**src/rtl/axil_mitm_rd.sv**
```systemverilog
// axil_mitm_rd: AXI4-lite read broadcaster that fans one AR out to M_COUNT masters and merges their R beats.
// Optional data cross-check is enabled by defining AXIL_MITM_RD_CMP_EN.
module axil_mitm_rd #(
  parameter int M_COUNT    = 8,
  parameter int ADDR_WIDTH = 32,
  parameter int DATA_WIDTH = 32,
  parameter int DATA_SEL   = 0
) (
  input  logic                          clk,
  input  logic                          rst,
  input  logic [ADDR_WIDTH-1:0]         s_axil_araddr,
  input  logic [2:0]                    s_axil_arprot,
  input  logic                          s_axil_arvalid,
  output logic                          s_axil_arready,
  output logic [DATA_WIDTH-1:0]         s_axil_rdata,
  output logic [1:0]                    s_axil_rresp,
  output logic                          s_axil_rvalid,
  input  logic                          s_axil_rready,
  output logic [M_COUNT*ADDR_WIDTH-1:0] m_axil_araddr,
  output logic [M_COUNT*3-1:0]          m_axil_arprot,
  output logic [M_COUNT-1:0]            m_axil_arvalid,
  input  logic [M_COUNT-1:0]            m_axil_arready,
  input  logic [M_COUNT*DATA_WIDTH-1:0] m_axil_rdata,
  input  logic [M_COUNT*2-1:0]          m_axil_rresp,
  input  logic [M_COUNT-1:0]            m_axil_rvalid,
  output logic [M_COUNT-1:0]            m_axil_rready,
  output logic                          mismatch
);
  localparam logic [1:0] IDLE = 2'd0, BUSY = 2'd1, RESP = 2'd2;
  logic [1:0] state;
  logic [ADDR_WIDTH-1:0] addr;
  logic [2:0] prot;
  logic [M_COUNT-1:0] r_hs, r_left;
  logic [1:0] resp_max, resp_next;
  assign m_axil_araddr = {M_COUNT{addr}};
  assign m_axil_arprot = {M_COUNT{prot}};
  assign r_hs = m_axil_rvalid & m_axil_rready;
  // m_axil_rready doubles as the per-lane "still waiting" mask
  assign r_left = m_axil_rready & ~r_hs;
  always_comb begin
    resp_max = s_axil_rresp;
    for (int n = 0; n < M_COUNT; n++)
      if (r_hs[n] && m_axil_rresp[2*n +: 2] > resp_max) resp_max = m_axil_rresp[2*n +: 2];
  end
`ifdef AXIL_MITM_RD_CMP_EN
  logic ref_vld, miss, miss_next;
  logic [DATA_WIDTH-1:0] ref_data, cur_ref;
  // reference is the first lane to return; lowest index wins a tie
  always_comb begin
    cur_ref = ref_data;
    for (int n = M_COUNT-1; n >= 0; n--)
      if (!ref_vld && r_hs[n]) cur_ref = m_axil_rdata[n*DATA_WIDTH +: DATA_WIDTH];
    miss_next = miss;
    for (int n = 0; n < M_COUNT; n++)
      if (r_hs[n] && m_axil_rdata[n*DATA_WIDTH +: DATA_WIDTH] != cur_ref) miss_next = 1'b1;
  end
  assign resp_next = (miss_next && resp_max < 2'b10) ? 2'b10 : resp_max;
  always_ff @(posedge clk or posedge rst) begin
    if (rst) begin
      ref_vld  <= 1'b0;
      ref_data <= '0;
      miss     <= 1'b0;
      mismatch <= 1'b0;
    end else begin
      mismatch <= state == BUSY && r_left == '0 && miss_next;
      ref_vld  <= state == BUSY && (ref_vld || |r_hs);
      miss     <= state == BUSY && miss_next;
      if (state == BUSY && !ref_vld && |r_hs) ref_data <= cur_ref;
    end
  end
`else
  assign resp_next = resp_max;
  assign mismatch = 1'b0;
`endif
  always_ff @(posedge clk or posedge rst) begin
    if (rst) begin
      state          <= IDLE;
      s_axil_arready <= 1'b0;
      s_axil_rvalid  <= 1'b0;
      s_axil_rresp   <= 2'b00;
      s_axil_rdata   <= '0;
      m_axil_arvalid <= '0;
      m_axil_rready  <= '0;
      addr           <= '0;
      prot           <= 3'b000;
    end else begin
      case (state)
        IDLE: begin
          if (s_axil_arvalid && s_axil_arready) begin
            addr           <= s_axil_araddr;
            prot           <= s_axil_arprot;
            s_axil_arready <= 1'b0;
            s_axil_rresp   <= 2'b00;
            m_axil_arvalid <= '1;
            m_axil_rready  <= '1;
            state          <= BUSY;
          end else begin
            s_axil_arready <= 1'b1;
          end
        end
        BUSY: begin
          m_axil_arvalid <= m_axil_arvalid & ~m_axil_arready;
          m_axil_rready  <= r_left;
          s_axil_rresp   <= resp_next;
          if (r_hs[DATA_SEL]) s_axil_rdata <= m_axil_rdata[DATA_SEL*DATA_WIDTH +: DATA_WIDTH];
          if (r_left == '0) begin
            s_axil_rvalid <= 1'b1;
            state         <= RESP;
          end
        end
        RESP: begin
          if (s_axil_rready) begin
            s_axil_rvalid  <= 1'b0;
            s_axil_arready <= 1'b1;
            state          <= IDLE;
          end
        end
        default: state <= IDLE;
      endcase
    end
  end
endmodule

```
**config.mk**
```make
export PLATFORM = sky130hd
export DESIGN_NAME = axil_mitm_rd
export DESIGN_NICKNAME = d
export VERILOG_FILES = /design/src/rtl/axil_mitm_rd.sv
export SDC_FILE = /design/constraint.sdc
export NUM_CORES = 1
export LEC_CHECK = 0
export CAP_MARGIN = 20
export CORE_AREA = 5 5 251 253
export CTS_CLUSTER_DIAMETER = 150
export DETAILED_ROUTE_END_ITERATION = 8
export DIE_AREA = 0 0 256 258
export GPL_ROUTABILITY_DRIVEN = 0
export SYNTH_ARGS = -nofsm -noshare
export SYNTH_HDL_FRONTEND = slang
export SYNTH_SLANG_ARGS = --single-unit
```
**constraint.sdc**
```tcl
create_clock -name clk -period 25 [get_ports clk]
set_input_delay 5 -clock clk [delete_from_list [all_inputs] [get_ports clk]]
set_output_delay 5 -clock clk [all_outputs]
set_load 0.005 [all_outputs]
```
==> load_flow_metrics.sql <==
INSERT INTO impl_metrics (metric_group, metric, value, unit) VALUES
('outcome', 'outcome', 'finished clean', ''),
('sta', 'rsz0062_at_grt', 'false', ''),
('cts', 'tritoncts_clock_tree', 'yes', ''),
('cells_and_area', 'most_frequent_standard_cell_in_the_layout_excluding_fill_and_tap_cells', 'sky130_fd_sc_hd__clkdlybuf4s50_1', ''),
('cts', 'clkSinkCount', '89', ''),
('min_path', 'min_delay_path_depth', '1', ''),
('setup_path', 'required', '25.25', 'ns'),
('setup_path', 'critPathBufInv', '1', ''),
('global_route', 'leftover_overflow_at_the_end_of_global_routing', '0', ''),
('floorplanning', 'num_io_pins', '660', ''),
('route', 'route.final.wire_length', '20000', 'um'),
('sta', 'fin_tns_setup', '0', 'ns'),
('cts', 'clkLatencyLatePin', '0.37', 'ns'),
('setup_path', 'worstRegToRegCells', '39', ''),
('sta', 'max_slew.worst_pin.slew', '0.875', 'ns'),
('setup_path', 'critPathSlowestCell', 'sky130_fd_sc_hd__clkdlybuf4s50_1', ''),
('cells_and_area', 'final_layout_size_suffix_gt1_share', '12.6', '%'),
('floorplanning', 'dieArea', '66000', 'um^2'),
('cts', 'cts.repair_timing.setup_buffer_count', '0', ''),
('cts', 'clk_pin_slew', '0.07', 'ns'),
('setup_path', 'reg2reg_slack', '16.04', 'ns'),
('global_route', 'number_of_global_route_vias_before_repair', '4633', ''),
('floorplanning', 'die_h', '258', 'um'),
('route', 'first_iter_violations', '140', ''),
('route', 'detail_route.drc_violations', '0', ''),
('place', 'hpwl', '16200', 'um'),
('route', 'wl_per_cell', '12.8', 'um'),
('place', 'buffer_ports.inserted', '434', ''),
('min_path', 'holdCritPathClass', 'reg2reg', ''),
('global_route', 'grt_start_max_net_pins', '60', ''),
('yosys', 'synth.area.top_cells', 'sky130_fd_sc_hd__dfrtp_1 38%, sky130_fd_sc_hd__buf_4 32%, sky130_fd_sc_hd__mux2_2 13%', ''),
('yosys', 'synth_top_area_share', '38.1', '%'),
('cells_and_area', 'final_cell_mix', '434 x sky130_fd_sc_hd__clkdlybuf4s50_1, 89 x sky130_fd_sc_hd__dfrtp_1, 68 x sky130_fd_sc_hd__mux2_2', ''),
('floorplanning', 'initial_utilization', '9.62', '%'),
('cells_and_area', 'design_area', '9630', 'um^2'),
('sta', 'fmax', '0.0735', 'GHz'),
('yosys', 'number_of_nets_in_the_synthesized_netlist', '910', ''),
('setup_path', 'crit_path_max_fanout', '6', ''),
('cts', 'post_cts_hold_buffer_count', '0', ''),
('power', 'leakage', '3.72', 'nW'),
('power', 'ir_drop', '0.0468', 'mV'),
('cells_and_area', 'final_nets', '1101', ''),
('floorplanning', 'coreArea', '60800', 'um^2'),
('cts', 'clock_tree.root_cell', 'sky130_fd_sc_hd__clkbuf_16', ''),
('cts', 'htreeDepth', '3', ''),
('sta', 'post-route-period-util', '54.4', '%'),
('setup_path', 'critical_path_class', 'in2reg', ''),
('yosys', 'yosys.area.top_type', 'sky130_fd_sc_hd__dfrtp_1', ''),
('yosys', 'cell_area_synth', '5850', 'um^2'),
('yosys', 'synth.lib_cells_used.distinct', '38', ''),
('route', 'firstDrtPassIters', '4', ''),
('sta', 'final-setup-viol-count', '0', ''),
('yosys', 'ys_seq_area_share', '38.1', '%'),
('cts', 'postCtsResizedCells', '0', ''),
('sta', 'final.setup_skew', '0.0102', 'ns'),
('flow_run', 'timing.max_cap.violations', '0', ''),
('setup_path', 'cp.arrival', '13.85', 'ns'),
('global_route', 'overall_fraction_of_global_route_tracks_in_use', '5.82', '%'),
('sta', 'pins_over_slew_limit', '0', ''),
('route', 'routed-via-count', '4448', ''),
('setup_path', 'critical_path_cell_count', '39', ''),
('global_route', 'grt_pass1_wl', '29100', 'um'),
('cts', 'clk_path_buf_depth', '2', ''),
('setup_path', 'slowest_delay', '0.55', 'ns'),
('route', 'drt-vias-per-instance', '2.85', ''),
('sta', 'maxSlewHeadroom', '41.7', '%'),
('cts', 'cts_buffers', '9', ''),
('power', 'power_per_cell_area', '133', 'nW/um^2'),
('sta', 'hold_slack', '0.486', 'ns'),
('yosys', 'synthCells', '572', ''),
('cells_and_area', 'syn_to_final_growth', '64.6', '%');
routing by layer:
metal  global-route usage [%]  up-vias  routed length, um
met4                     2.59        6                336
met5                        0        -                 40
li1                         -     2021                  -
met2                     9.23      322               9130
met3                     4.42       19               3280
met1                     5.69     2080               7170
cell type report:
class	count	area (um^2)	area share (%)
diodes	2	5.00	0.0520
clock buffers	9	225	2.34
clock inverters	6	67.6	0.702
inverters	23	88.8	0.923
multi-input cells	203	1660	17.2
flip-flops and latches	89	2230	23.1
well taps	790	988	10.3
repair buffers	437	4370	45.3
flip-flops by register name (all words and copies together), names as in the netlist:
| register | cells |
|---|---|
| addr | 32 |
| m_axil_arvalid | 8 |
| m_axil_rready | 8 |
| prot | 3 |
| s_axil_arready | 1 |
| s_axil_rdata | 32 |
| s_axil_rresp | 2 |
| s_axil_rvalid | 1 |
| state | 2 |
logic make-up after synthesis:
logic type                 synth area share [%]
buffers and inverters                      33.7
DFF                                        38.1
muxes                                      14.5
and+or+nand+nor                            5.47
AOI/OAI and AO/OA                          5.41
adders and majority gates                  2.69
other                                    0.0641
Yosys cell counts (all sizes together):
| cell type | instances |
|---|---|
| a211oi | 1 |
| a21o | 8 |
| a21oi | 13 |
| a22oi | 1 |
| a311oi | 1 |
| a31o | 1 |
| a31oi | 3 |
| and2 | 1 |
| and3 | 1 |
| buf | 248 |
| clkbuf | 9 |
| conb | 1 |
| dfrtp | 89 |
| ha | 11 |
| inv | 23 |
| maj3 | 2 |
| mux2 | 71 |
| mux2i | 4 |
| nand2 | 23 |
| nand2b | 3 |
| nand3 | 13 |
| nor2 | 15 |
| nor2b | 5 |
| nor3 | 2 |
| nor3b | 1 |
| nor4 | 1 |
| nor4b | 1 |
| o2111ai | 4 |
| o211a | 1 |
| o211ai | 3 |
| o21ai | 2 |
| o21bai | 1 |
| o22ai | 4 |
| o31ai | 3 |
| or2 | 2 |
stage by stage:
stage	power [mW]	instances	setup slack, ns	utilization [%]
finish	1.28	1559	11.40	15.8
global route	1.37	1558	10.90	15.8
CTS	1.31	1557	11.46	15.8
detailed placement	1.16	1542	11.06	15.3
global placement	1.15	1542	11.15	15.3
floorplan	0.791	572	12.34	-
power breakdown:
part           switching (mW)  leakage (nW)  internal [mW]
Clock                  0.0668         0.143         0.0776
Combinational           0.244          2.52          0.565
Sequential              0.108          1.06          0.218
Total                   0.419          3.72          0.861
final timing paths:
path,start,end
hold / removal,m_axil_arvalid[1]$_DFFE_PP0P_,m_axil_arvalid[1]$_DFFE_PP0P_
hold reg to reg,m_axil_arvalid[1]$_DFFE_PP0P_,m_axil_arvalid[1]$_DFFE_PP0P_
setup / recovery,m_axil_rresp[1],s_axil_rresp[0]$_DFFE_PP0P_
max in group asynchronous,rst,m_axil_arvalid[5]$_DFFE_PP0P_
setup reg to reg,s_axil_rresp[1]$_DFFE_PP0P_,s_axil_rresp[0]$_DFFE_PP0P_
min in group asynchronous,rst,addr[1]$_DFFE_PP0P_
Note: power is estimated with default switching activity, not from simulation.
